===== src/rtl/alarm_bank.sv =====
// alarm_bank: multi-channel alarm controller.
// Holds N_ALARMS programmable alarm times, compares them against the running
// seconds time stamp and drives a single ring output. Alarms that fire while
// another one is being serviced are queued in `pending` and served lowest
// index first once the controller is idle again.
module alarm_bank #(
  parameter int N_ALARMS    = 4,
  parameter int TS_W        = 64,
  parameter int RING_SECS   = 60,
  parameter int SNOOZE_SECS = 300,
  parameter int MAX_SNOOZE  = 3,
  parameter int IDX_W       = (N_ALARMS > 1) ? $clog2(N_ALARMS) : 1
) (
  input  logic                clk,
  input  logic                rst,
  input  logic [TS_W-1:0]     time_stamp,
  input  logic                cfg_we,
  input  logic [IDX_W-1:0]    cfg_idx,
  input  logic [TS_W-1:0]     cfg_time,
  input  logic                cfg_en,
  input  logic                snooze,
  input  logic                stop,
  output logic                ring,
  output logic                snoozed,
  output logic [IDX_W-1:0]    ring_idx,
  output logic [N_ALARMS-1:0] pending
);

  // Counter widths are sized so the terminal values are representable.
  localparam int RC_W = (RING_SECS > 0) ? $clog2(RING_SECS + 1) : 1;
  localparam int SC_W = (MAX_SNOOZE > 0) ? $clog2(MAX_SNOOZE + 1) : 1;

  localparam logic [RC_W-1:0] RING_LIMIT = RC_W'(RING_SECS);
  localparam logic [SC_W-1:0] SNZ_LIMIT  = SC_W'(MAX_SNOOZE);
  localparam logic [TS_W-1:0] SNZ_LEN    = TS_W'(SNOOZE_SECS);

  typedef enum logic [1:0] {
    S_IDLE    = 2'd0,
    S_RINGING = 2'd1,
    S_SNOOZED = 2'd2
  } state_e;

  // Per-channel configuration
  logic [TS_W-1:0]     alarm_time_q [N_ALARMS];
  logic [N_ALARMS-1:0] en_q;

  // Tick detection
  logic [TS_W-1:0]     ts_prev_q;
  logic                ts_valid_q;
  logic                tick;

  // Controller state
  state_e              state_q;
  logic [RC_W-1:0]     ring_cnt_q;
  logic [SC_W-1:0]     snz_cnt_q;
  logic [TS_W-1:0]     snz_start_q;
  logic                ring_q;
  logic                snoozed_q;
  logic [IDX_W-1:0]    ring_idx_q;
  logic [N_ALARMS-1:0] pending_q;
  logic [N_ALARMS-1:0] pending_d;

  // Combinational helpers
  logic [N_ALARMS-1:0] fire;
  logic [N_ALARMS-1:0] cfg_hit;
  logic [N_ALARMS-1:0] cand;
  logic [N_ALARMS-1:0] grant_oh;
  logic                grant_vld;
  logic [IDX_W-1:0]    grant_idx;
  logic [TS_W-1:0]     snz_elapsed;
  logic                wake;
  logic                snz_allowed;
  logic [RC_W-1:0]     ring_cnt_inc;

  // A tick is any change of the time stamp; the first cycle after reset has
  // no valid previous value and never counts as a tick.
  assign tick = ts_valid_q && (time_stamp != ts_prev_q);

  // Unsigned wrap-around difference: a backward time jump yields a huge value
  // and therefore wakes a snoozed alarm at once.
  assign snz_elapsed  = time_stamp - snz_start_q;
  assign wake         = (snz_elapsed >= SNZ_LEN);
  assign snz_allowed  = (snz_cnt_q < SNZ_LIMIT);
  assign ring_cnt_inc = ring_cnt_q + RC_W'(1);

  // Per-channel equality match and config-write decode (out-of-range
  // indices match no channel and are therefore dropped).
  always_comb begin
    fire    = '0;
    cfg_hit = '0;
    for (int i = 0; i < N_ALARMS; i++) begin
      fire[i]    = tick && en_q[i] && (time_stamp == alarm_time_q[i]);
      cfg_hit[i] = cfg_we && (cfg_idx == IDX_W'(i));
    end
  end

  // Lowest-index selection among queued and freshly firing channels.
  always_comb begin
    cand      = pending_q | fire;
    grant_vld = 1'b0;
    grant_idx = '0;
    grant_oh  = '0;
    for (int i = N_ALARMS - 1; i >= 0; i--) begin
      if (cand[i]) begin
        grant_vld = 1'b1;
        grant_idx = IDX_W'(i);
        grant_oh  = N_ALARMS'(1) << i;
      end
    end
  end

  // Pending queue: fires always enqueue, the channel taken from idle is
  // removed, and a configuration write discards that channel's request.
  always_comb begin
    pending_d = pending_q | fire;
    if ((state_q == S_IDLE) && grant_vld) begin
      pending_d = pending_d & ~grant_oh;
    end
    pending_d = pending_d & ~cfg_hit;
  end

  // Channel configuration registers.
  always_ff @(posedge clk) begin
    if (rst) begin
      for (int i = 0; i < N_ALARMS; i++) begin
        alarm_time_q[i] <= '0;
      end
      en_q <= '0;
    end else begin
      for (int i = 0; i < N_ALARMS; i++) begin
        if (cfg_hit[i]) begin
          alarm_time_q[i] <= cfg_time;
          en_q[i]         <= cfg_en;
        end
      end
    end
  end

  // Previous time stamp; only the valid flag needs a reset value.
  always_ff @(posedge clk) begin
    ts_prev_q <= time_stamp;
    if (rst) begin
      ts_valid_q <= 1'b0;
    end else begin
      ts_valid_q <= 1'b1;
    end
  end

  // Ring controller: IDLE / RINGING / SNOOZED with registered outputs.
  always_ff @(posedge clk) begin
    if (rst) begin
      state_q     <= S_IDLE;
      ring_q      <= 1'b0;
      snoozed_q   <= 1'b0;
      ring_idx_q  <= '0;
      pending_q   <= '0;
      ring_cnt_q  <= '0;
      snz_cnt_q   <= '0;
      snz_start_q <= '0;
    end else begin
      pending_q <= pending_d;
      case (state_q)
        S_IDLE: begin
          if (grant_vld) begin
            state_q    <= S_RINGING;
            ring_q     <= 1'b1;
            snoozed_q  <= 1'b0;
            ring_idx_q <= grant_idx;
            ring_cnt_q <= '0;
            snz_cnt_q  <= '0;
          end
        end
        S_RINGING: begin
          if (stop || (snooze && !snz_allowed)) begin
            // Stop wins over snooze; an exhausted snooze budget acts as stop.
            state_q    <= S_IDLE;
            ring_q     <= 1'b0;
            ring_idx_q <= '0;
          end else if (snooze) begin
            state_q     <= S_SNOOZED;
            ring_q      <= 1'b0;
            snoozed_q   <= 1'b1;
            snz_start_q <= time_stamp;
            snz_cnt_q   <= snz_cnt_q + SC_W'(1);
          end else if (tick) begin
            ring_cnt_q <= ring_cnt_inc;
            if (ring_cnt_inc >= RING_LIMIT) begin
              state_q    <= S_IDLE;
              ring_q     <= 1'b0;
              ring_idx_q <= '0;
            end
          end
        end
        S_SNOOZED: begin
          if (stop) begin
            state_q    <= S_IDLE;
            snoozed_q  <= 1'b0;
            ring_idx_q <= '0;
          end else if (wake) begin
            state_q    <= S_RINGING;
            ring_q     <= 1'b1;
            snoozed_q  <= 1'b0;
            ring_cnt_q <= '0;
          end
        end
        default: begin
          state_q    <= S_IDLE;
          ring_q     <= 1'b0;
          snoozed_q  <= 1'b0;
          ring_idx_q <= '0;
        end
      endcase
    end
  end

  assign ring     = ring_q;
  assign snoozed  = snoozed_q;
  assign ring_idx = ring_idx_q;
  assign pending  = pending_q;

endmodule


===== config.mk =====
export PLATFORM = sky130hd
export DESIGN_NAME = alarm_bank
export DESIGN_NICKNAME = d
export VERILOG_FILES = /design/src/rtl/alarm_bank.sv
export SDC_FILE = /design/constraint.sdc
export NUM_CORES = 1
export LEC_CHECK = 0
export CAP_MARGIN = 0
export CELL_PAD_IN_SITES_DETAIL_PLACEMENT = 0
export CELL_PAD_IN_SITES_GLOBAL_PLACEMENT = 1
export CORE_UTILIZATION = 43
export DETAILED_ROUTE_END_ITERATION = 12
export PLACE_DENSITY_LB_ADDON = 0.1
export REMOVE_ABC_BUFFERS = 1
export SYNTH_ARGS = -nofsm -noshare
export SYNTH_HDL_FRONTEND = slang
export SYNTH_SLANG_ARGS = --single-unit

===== constraint.sdc =====
create_clock -name clk -period 6.6 [get_ports clk]
set_input_delay 1.32 -clock clk [delete_from_list [all_inputs] [get_ports clk]]
set_output_delay 1.32 -clock clk [all_outputs]
set_load 0.005 [all_outputs]

==> results of run 1 <==
## synth_stat cells, drive strengths merged (65+ instances only)
library cell and instances:
and2 262, nand2 234, nand4 80, xor2 176, nor4 68, edfxtp 256, ha 65, nor2 86
o21ai 67, a21oi 159, xnor2 111, clkbuf 120, inv 144, dfxtp 151
## critical path, cell delays in order
cell and delay (ns):
clkdlybuf4s50_1 0.54, ha_1 0.55, a21oi_1 0.51, o21a_1 0.20, o21a_1 0.22, clkinv_1 0.13
or4_1 0.47, a2111oi_0 0.88, and4b_1 0.30, nand4_1 0.12, nor3_1 0.36, nand4_2 0.28
and2_4 0.28, a22o_1 0.19
## flip-flops by register name, indices dropped and copies added (netlist names)
name          cells
ring              1
state_q           2
ts_valid_q        1
pending           4
ts_prev_q        64
snz_start_q      64
ring_cnt_q        6
snoozed           1
snz_cnt_q         2
ring_idx          2
alarm_time_q    256
en_q              4
## final timing paths
kind                                start                           to  depth (start not counted)
max                        time_stamp[34]            ring$_SDFFE_PP0P_                         14
min           snz_start_q[8]$_SDFFE_PP0P_  snz_start_q[8]$_SDFFE_PP0P_                          2
max reg2reg  snz_start_q[34]$_SDFFE_PP0P_            ring$_SDFFE_PP0P_                         14
min reg2reg   snz_start_q[8]$_SDFFE_PP0P_  snz_start_q[8]$_SDFFE_PP0P_                          2
## stage by stage
step / cells / setup TNS [ns] / hold slack, ns / setup WS, ns / power (mW)
floorplan: 2231 / -4.32 / 0.430 / -0.0337 / 3.42
global placement: 3170 / 0 / 0.442 / 0.136 / 3.95
detailed placement: 3170 / 0 / 0.447 / 0.176 / 3.96
CTS: 3251 / 0 / 0.455 / 0.794 / 6.37
global route: 3251 / 0 / 0.471 / 0.698 / 6.54
finish: 3252 / 0 / 0.454 / 0.711 / 6.37
## per-layer routing
layer	part of all wire	vias to the layer above
li1	-	8704
met1	0.40	9638
met2	0.48	834
met3	0.070	203
met4	0.051	0
met5	0	-
## cells by family after synthesis
logic type,count (synthesis)
xor gates and xnor gates,287
AOI/OAI and AO/OA,464
adders and majority gates,66
muxes,11
buffers and inverters,304
and+or+nand+nor,851
DFF,407
## power by group through the flow
stage	Clock, mW	Sequential (mW)	Combinational, mW
3_5_place_dp	0	2.97	0.982
4_1_cts	2.47	2.92	0.988
2_1_floorplan	0	2.96	0.458
3_3_place_gp	0	2.97	0.984
6_report	2.45	2.92	1.00
5_1_grt	2.56	2.93	1.05
## layout make-up
class	count	area share
well taps	688	0.0319
repair buffers	251	0.0835
clock buffers	57	0.0427
inverters	145	0.0202
diodes	1	0.0000929
multi-input cells	1679	0.416
flip-flops and latches	407	0.397
clock inverters	24	0.00854
==> results.json, run 1 <==
{
  "outcome": "complete, no violations",
  "ys_seq_elements": 407,
  "drive_gt1_frac": 0.0862,
  "maxSlewViolCount": 0,
  "hold_buffers": 0,
  "muxShareOfSynthArea": 0.00499,
  "first_iter_violations": 1694,
  "yosys_warnings": 0,
  "fin_nets": 2730,
  "core.rowCount": 84,
  "combPwrFrac": 0.157,
  "synth_area_per_cell_um2": 9.66,
  "grt_max_degree": 67,
  "endpoint_kind": "register",
  "wl_per_cell_um": 29.2,
  "syn2layout_area_growth_pct": 16.7,
  "cts_setup_buffers": 0,
  "clkLatencyLatePin_ns": 0.60,
  "cts-resized-gates": 0,
  "yosysTopAreaCell": "edfxtp_1",
  "vias": 19400,
  "synth_compound_area_frac": 0.135,
  "synthAdderAreaFrac": 0.0361,
  "layout_common_cells": "260 x and2_1, 256 x edfxtp_1, 232 x nand2_1, 176 x xor2_1, 155 x a21oi_1",
  "grt_pass1_wl_mm": 136,
  "synth_xor_area_frac": 0.109,
  "coreArea_um2": 52800,
  "stdcell_area_um2": 27000,
  "synthDominantCellAreaShare": 0.333,
  "synth-simple-area-share": 0.197,
  "top_usage_layer": "met2",
  "reg2reg_setup_slack_ns": 1.68,
  "syn_inst": 2390,
  "numCtsBuffers": 44,
  "finalCritPeriodShare": 0.892,
  "hold_class": "register to register",
  "vdd_drop_max_mv": 0.220,
  "cts_sinks": 407,
  "synth_top_family_by_area": "simple AND/OR/NAND/NOR gates",
  "skew_ns": 0.0291,
  "finalCriticalPeriod_ns": 5.89,
  "critPathRequiredTime_ns": 7.08,
  "clockRootBuffer": "clkbuf_16",
  "rsz0062_at_grt": "no",
  "ys_seq_area_frac": 0.464,
  "multi_input_area_um2": 11200,
  "synth_flop_cell": "edfxtp_1",
  "setup_viol": 0,
  "cts_tree": "built",
  "path_clk_slew_ns": 0.06,
  "die_h_um": 234,
  "io_buffers": 143,
  "finish.utilization": 0.511,
  "use_met1": 0.446,
  "critPathArrivalTime_ns": 6.37,
  "gp_congestion": 0.995,
  "detail_route.first_pass.iterations": 8,
  "grtUsageTotal": 0.351,
  "fmax_mhz": 170,
  "grt-ovfl-total": 0,
  "dieArea_um2": 54600,
  "finalHoldViolations": 0,
  "via_per_inst": 5.96,
  "synth-edff-count": 256,
  "grt.met2_usage": 0.583,
  "start_kind": "input pin",
  "antenna_found_initial": 1,
  "clockBufferDepth": 3,
  "ant_nets": 0,
  "grt_pass1_vias": 19000,
  "met3_usage": 0.0554,
  "fill_cells": 4906,
  "htree_levels": 2,
  "placed_area_um2": 25600,
  "dieWidth_um": 234,
  "regArea_um2": 10700,
  "initial_core_util": 0.438,
  "p_int_mw": 4.57,
  "slew_headroom": 0.0989,
  "wirelength_mm": 95.1,
  "synth_cell_types": 93,
  "final_common_cell": "and2_1",
  "p_per_area_nw_per_um2": 236,
  "async_flop_share": 0,
  "path_class": "input pin to register",
  "p_seq_frac": 0.458,
  "tightest_slew_ns": 1.35,
  "clock_power_share": 0.384,
  "ys_top_cells_by_area": "edfxtp_1 33%, dfxtp_1 13%, and2_1 7.0%",
  "p_leak_nw": 9.73,
  "syn_area_um2": 23100,
  "io_pins": 144,
  "swShare": 0.282,
  "drc": 0,
  "max_cap_violations": 0,
  "cp_max_fo": 8,
  "dpl.hpwl_mm": 73.0,
  "p_sw_mw": 1.80
}
Power figures use the tool's default switching activity.
==> inputs of run 2 (changes only) <==
--- a/config.mk
+++ b/config.mk
@@ -8,6 +8,7 @@
 export CAP_MARGIN = 0
 export CELL_PAD_IN_SITES_DETAIL_PLACEMENT = 0
 export CELL_PAD_IN_SITES_GLOBAL_PLACEMENT = 1
+export CORE_ASPECT_RATIO = 1.2
 export CORE_UTILIZATION = 43
 export DETAILED_ROUTE_END_ITERATION = 12
 export PLACE_DENSITY_LB_ADDON = 0.1
@@ -15,3 +16,4 @@
 export SYNTH_ARGS = -nofsm -noshare
 export SYNTH_HDL_FRONTEND = slang
 export SYNTH_SLANG_ARGS = --single-unit
+export TNS_END_PERCENT = 5
==> run 2 against run 1 <==
  * Critical path depth grew 2
  * Count of clock-buffer cells in the layout grew 4
  * Clock skew shrank 0.0077 ns
  * Hold slack is essentially flat
  * Fmax shrank 0.12%
  * First-iteration DRC count grew 18%
  * Non-clock buffer count grew 42
  * Via count shrank 0.18%
  * Core utilization grew 0.48 points
  * Clock power shrank 3%
  * Flip-flop and latch count is the same
  * Global-route usage grew 0.60 points
  * Critical path type unchanged
==> results.json, run 2 (same netlist as run 1, synthesis figures left out) <==
{
  "min_path_cells": 2,
  "grt_max_degree": 67,
  "rsz0062_at_grt": "no",
  "ant_nets": 0,
  "multi_input_area_um2": 11200,
  "reg2reg_setup_slack_ns": 1.80,
  "p_sw_mw": 1.75,
  "critPathRequiredTime_ns": 7.06,
  "met1_length_mm": 36.6,
  "largest_reg_flops": 256,
  "antenna_found_initial": 3,
  "max_cap_violations": 0,
  "cts-resized-gates": 0,
  "fmax_mhz": 170,
  "timing.rr.end": "ring$_SDFFE_PP0P_",
  "post-place-ws_ns": 0.194,
  "combPwrFrac": 0.162,
  "hold_class": "register to register",
  "grt_pass1_vias": 19000,
  "numCtsBuffers": 42,
  "path_cells": "clkdlybuf4s50_1, ha_1, a21oi_1, and2_4, a211oi_1, o311ai_0, a21oi_1, a2111oi_0, and4b_1, nand4_1, nor3_1, buf_4, nand4_2, buf_4, and2_4, a22o_1",
  "clkLatencyLatePin_ns": 0.57,
  "grt_pass1_wl_mm": 138,
  "p_per_area_nw_per_um2": 232,
  "outcome": "complete, no violations",
  "skew_ns": 0.0214,
  "slew_headroom": 0.183,
  "routed-wl-met3_mm": 5.67,
  "grt-ovfl-total": 0,
  "cts_sinks": 407,
  "cts_setup_buffers": 0,
  "setup-tns-final_ns": 0,
  "regArea_um2": 10700,
  "core.rowCount": 92,
  "critPathArrivalTime_ns": 6.36,
  "p_leak_nw": 9.89,
  "grtUsageTotal": 0.357,
  "wl_per_cell_um": 29.5,
  "via_per_inst": 5.85,
  "placed_area_um2": 25900,
  "cpMaxStageDelayCell": "a2111oi_0",
  "dpl.hpwl_mm": 76.1,
  "finalHoldViolations": 0,
  "detail_route.first_pass.iterations": 5,
  "worstRegToRegCells": 16,
  "gp_congestion": 1.02,
  "vdd_drop_max_mv": 0.230,
  "final_common_cell": "and2_1",
  "initial_core_util": 0.437,
  "finalCritPeriodShare": 0.893,
  "coreArea_um2": 52800,
  "wl_met2_mm": 47.9,
  "setup_ws_ns": 0.704,
  "setup_viol": 0,
  "htree_levels": 2,
  "path_class": "input pin to register",
  "critPathBufInv": 3,
  "crit_family": "compound AO/OA/AOI/OAI gates",
  "clock_power_share": 0.376,
  "wirelength_mm": 97.6,
  "io_buffers": 143,
  "fill_cells": 4864,
  "r2r_start": "snz_start_q[27]$_SDFFE_PP0P_",
  "top_regs": "alarm_time_q (256), snz_start_q (64), ts_prev_q (64)",
  "finalCriticalPeriod_ns": 5.90,
  "stdcell_area_um2": 27200,
  "die_h_um": 256,
  "cp-endpoint": "ring$_SDFFE_PP0P_",
  "maxSlewViolCount": 0,
  "cp_max_fo": 7,
  "first_iter_violations": 1997,
  "holdWs_ns": 0.454,
  "p_seq_frac": 0.462,
  "syn2layout_area_growth_pct": 18.0,
  "tightest_slew_ns": 1.22,
  "top_layer": "met5",
  "slowest_delay_ns": 0.84,
  "critPathLaunch": "time_stamp[4]",
  "endpoint_kind": "register",
  "io_pins": 144,
  "start_kind": "input pin",
  "drive_gt1_frac": 0.0980,
  "dieWidth_um": 214,
  "clockBufferDepth": 3,
  "layout_common_cells": "260 x and2_1, 256 x edfxtp_1, 232 x nand2_1, 176 x xor2_1, 155 x a21oi_1",
  "vias": 19300,
  "drc": 0,
  "fin_nets": 2770,
  "hold_buffers": 0,
  "cts_tree": "built",
  "path_depth": 16,
  "clockRootBuffer": "clkbuf_16",
  "p_int_mw": 4.56,
  "swShare": 0.278,
  "top_register": "alarm_time_q",
  "dieArea_um2": 54600,
  "path_clk_slew_ns": 0.06
}
-- run 2: changes by cell type in the layout (fill, tap and decap cells not counted), sizes merged --
| cell | delta |
|---|---|
| buf | +42 |
| clkinv | -7 |
| clkbuf | +4 |
| inv | -1 |
| diode | +1 |
-- run 2: layer usage --
metal  up-vias  GRT usage
met1      9514      0.422
met2       832      0.606
met4         2      0.229
li1       8773          -
met5         -          0
met3       223     0.0477
-- run 2: how the worst min path moves through the flow --
| stage | start | to | slack, ns |
|---|---|---|---|
| after floorplan | snz_cnt_q[1]$_SDFFE_PP0P_ | snz_cnt_q[1]$_SDFFE_PP0P_ | 0.43 |
| after global placement | snz_start_q[30]$_SDFFE_PP0P_ | snz_start_q[30]$_SDFFE_PP0P_ | 0.44 |
| after detailed placement | snz_start_q[28]$_SDFFE_PP0P_ | snz_start_q[28]$_SDFFE_PP0P_ | 0.45 |
| after CTS | snz_start_q[28]$_SDFFE_PP0P_ | snz_start_q[28]$_SDFFE_PP0P_ | 0.45 |
| after global routing | snz_start_q[16]$_SDFFE_PP0P_ | snz_start_q[16]$_SDFFE_PP0P_ | 0.47 |
| final | snz_start_q[32]$_SDFFE_PP0P_ | snz_start_q[32]$_SDFFE_PP0P_ | 0.45 |
-- run 2: power groups by stage --
stage          Sequential, mW  Combinational [mW]  Clock [mW]
2_1_floorplan            2.96               0.458           0
3_3_place_gp             2.97                1.01           0
3_5_place_dp             2.97                1.00           0
4_1_cts                  2.92                1.01        2.39
5_1_grt                  2.93                1.07        2.49
6_report                 2.92                1.03        2.37
-- run 2: final cells by class --
type,instances,area share
flip-flops and latches,407,0.393
multi-input cells,1679,0.411
repair buffers,293,0.0937
clock buffers,61,0.0423
clock inverters,16,0.00689
well taps,705,0.0324
diodes,2,0.000184
inverters,145,0.0200
-- run 2: worst register-to-register path: cells and delay by family, from the launching register on --
family,cells,cell delay (ns)
compound gates,4,1.43
simple gates,8,1.97
flops,1,0.33
buf+inv,3,0.44
fa+ha+maj,1,0.54
-- run 2: metrics by stage --
step            util  cells  total power, mW
5_1_grt        0.516   3306             6.48
6_report       0.516   3308             6.32
2_1_floorplan      -   2231             3.42
3_3_place_gp   0.490   3229             3.98
4_1_cts        0.516   3306             6.32
3_5_place_dp   0.490   3229             3.98
==> inputs of run 3 (changes only) <==
--- a/config.mk
+++ b/config.mk
@@ -9,6 +9,7 @@
 export CELL_PAD_IN_SITES_DETAIL_PLACEMENT = 0
 export CELL_PAD_IN_SITES_GLOBAL_PLACEMENT = 1
 export CORE_ASPECT_RATIO = 1.2
+export CORE_MARGIN = 4
 export CORE_UTILIZATION = 43
 export DETAILED_ROUTE_END_ITERATION = 12
 export PLACE_DENSITY_LB_ADDON = 0.1
==> run 3 against run 2 <==
  * Sequential power hardly changed
  * Wire length shrank 0.28%
  * Worst setup slack got worse by 0.0078 ns
  * Critical path depth up 2
  * Flip-flop and latch count did not move
  * Cell count shrank 0.70%
  * Fmax is 0.13% lower
  * Largest power group unchanged
  * Register-to-register slack worse by 0.14 ns
  * First-iteration DRC count shrank 18%
==> results.json, run 3 (same netlist as run 1, synthesis figures left out) <==
{
  "tightest_slew_ns": 1.09,
  "drive_gt1_frac": 0.0927,
  "r2r_start": "snz_start_q[0]$_SDFFE_PP0P_",
  "finish.utilization": 0.515,
  "grt_pass1_wl_mm": 137,
  "largest_reg_flops": 256,
  "syn2layout_area_growth_pct": 17.8,
  "cts_tree": "built",
  "die_h_um": 262,
  "finalHoldViolations": 0,
  "hold_buffers": 0,
  "vdd_drop_max_mv": 0.225,
  "critPathRequiredTime_ns": 7.07,
  "vias": 19200,
  "first_iter_violations": 1643,
  "p_per_area_nw_per_um2": 240,
  "top_regs": "alarm_time_q (256), snz_start_q (64), ts_prev_q (64)",
  "layout_common_cells": "260 x and2_1, 256 x edfxtp_1, 232 x nand2_1, 176 x xor2_1, 155 x a21oi_1",
  "start_kind": "input pin",
  "grt_pass1_vias": 19000,
  "finalCritPeriodShare": 0.895,
  "rsz0062_at_grt": "no",
  "drc": 0,
  "io_buffers": 143,
  "coreArea_um2": 52800,
  "hold_start": "snz_start_q[24]$_SDFFE_PP0P_",
  "setup_viol": 0,
  "clock_power_share": 0.399,
  "grt_max_degree": 67,
  "via_per_inst": 5.83,
  "max_cap_violations": 0,
  "antenna_found_initial": 3,
  "p_seq_frac": 0.446,
  "critPathLaunch": "time_stamp[0]",
  "fin_nets": 2746,
  "dieArea_um2": 57500,
  "ant_nets": 0,
  "cts_setup_buffers": 0,
  "maxSlewViolCount": 0,
  "p_leak_nw": 9.85,
  "outcome": "complete, no violations",
  "dieWidth_um": 220,
  "gp_congestion": 0.977,
  "grt-ovfl-total": 0,
  "grtUsageTotal": 0.334,
  "initial_core_util": 0.437,
  "p_int_mw": 4.73,
  "setup-tns-final_ns": 0,
  "cts-resized-gates": 0,
  "dpl.hpwl_mm": 75.4,
  "critPathArrivalTime_ns": 6.38,
  "core.rowCount": 92,
  "swShare": 0.276,
  "clockBufferDepth": 3,
  "wirelength_mm": 97.3,
  "cts_sinks": 407,
  "endpoint_kind": "register",
  "fmax_mhz": 169,
  "final_common_cell": "and2_1",
  "slew_headroom": 0.274,
  "finalCriticalPeriod_ns": 5.90,
  "detail_route.first_pass.iterations": 7,
  "power_mw": 6.53,
  "io_pins": 144,
  "clockRootBuffer": "clkbuf_16",
  "skew_ns": 0.0210,
  "numCtsBuffers": 44,
  "cp_max_fo": 6,
  "clkLatencyLatePin_ns": 0.59,
  "htree_levels": 2,
  "wl_per_cell_um": 29.6,
  "path_class": "input pin to register",
  "path_clk_slew_ns": 0.06,
  "top_register": "alarm_time_q",
  "p_sw_mw": 1.81,
  "combPwrFrac": 0.155,
  "hold_class": "register to register"
}
[run 3: cell count changes in the layout (fill, tap and decap cells not counted), moves of 3 or more]
cell and change:
clkbuf_16 +3, buf_4 -26, clkinv_2 -3, clkbuf_1 -3, clkinv_1 -4, clkbuf_8 +5
[run 3: through the flow]
| step | std cells | setup WS [ns] | hold WS (ns) | instance area [um2] |
|---|---|---|---|---|
| finish | 3285 | 0.696 | 0.453 | 27200 |
| global route | 3283 | 0.589 | 0.470 | 27200 |
| global placement | 3203 | 0.245 | 0.441 | 25700 |
| floorplan | 2231 | -0.0337 | 0.430 | 22400 |
| CTS | 3283 | 0.828 | 0.455 | 27200 |
| detailed placement | 3203 | 0.247 | 0.446 | 25700 |
[run 3: final timing paths]
kind	cells past startpoint	end	slack [ns]
hold reg to reg	2	snz_start_q[24]$_SDFFE_PP0P_	0.45
setup reg to reg	16	ring$_SDFFE_PP0P_	1.66
hold / removal	2	snz_start_q[24]$_SDFFE_PP0P_	0.45
setup / recovery	18	ring$_SDFFE_PP0P_	0.70
[run 3: worst max-delay path, cell delays in order]
cell and delay, ns:
clkdlybuf4s50_1 0.48, inv_1 0.05, ha_1 0.22, fa_1 0.43
nand2b_1 0.19, a21oi_1 0.20, buf_4 0.16, a41oi_2 0.20
o211ai_1 0.54, nand3_1 0.17, mux2i_1 0.16, nor4_1 0.80
nand4_1 0.20, nor4_2 0.36, buf_4 0.17, nand4_2 0.23
and2_4 0.29, a22o_1 0.19
[run 3: area by class of cell]
cell class	count	area, um2
antenna	2	5.00
clock buffer	66	1280
clock inverter	14	216
fill	4878	25600
inverter	145	544
multi-input combinational	1679	11200
sequential	407	10700
tap	705	882
timing repair buffer	267	2360
[run 3: power groups by stage]
stage / clock (mW) / combinational, mW / sequential (mW)
after floorplan: 0 / 0.458 / 2.96
after global placement: 0 / 1.00 / 2.97
after detailed placement: 0 / 0.996 / 2.97
after CTS: 2.62 / 1.00 / 2.92
after global routing: 2.71 / 1.06 / 2.93
final: 2.60 / 1.01 / 2.92
[run 3: metal layers]
metal / vias up / part of all wire / track usage
met4: 2 / 0.075 / 0.206
met2: 819 / 0.50 / 0.582
li1: 8731 / - / -
met3: 208 / 0.060 / 0.0464
met5: - / 0.00013 / 0
met1: 9399 / 0.37 / 0.388
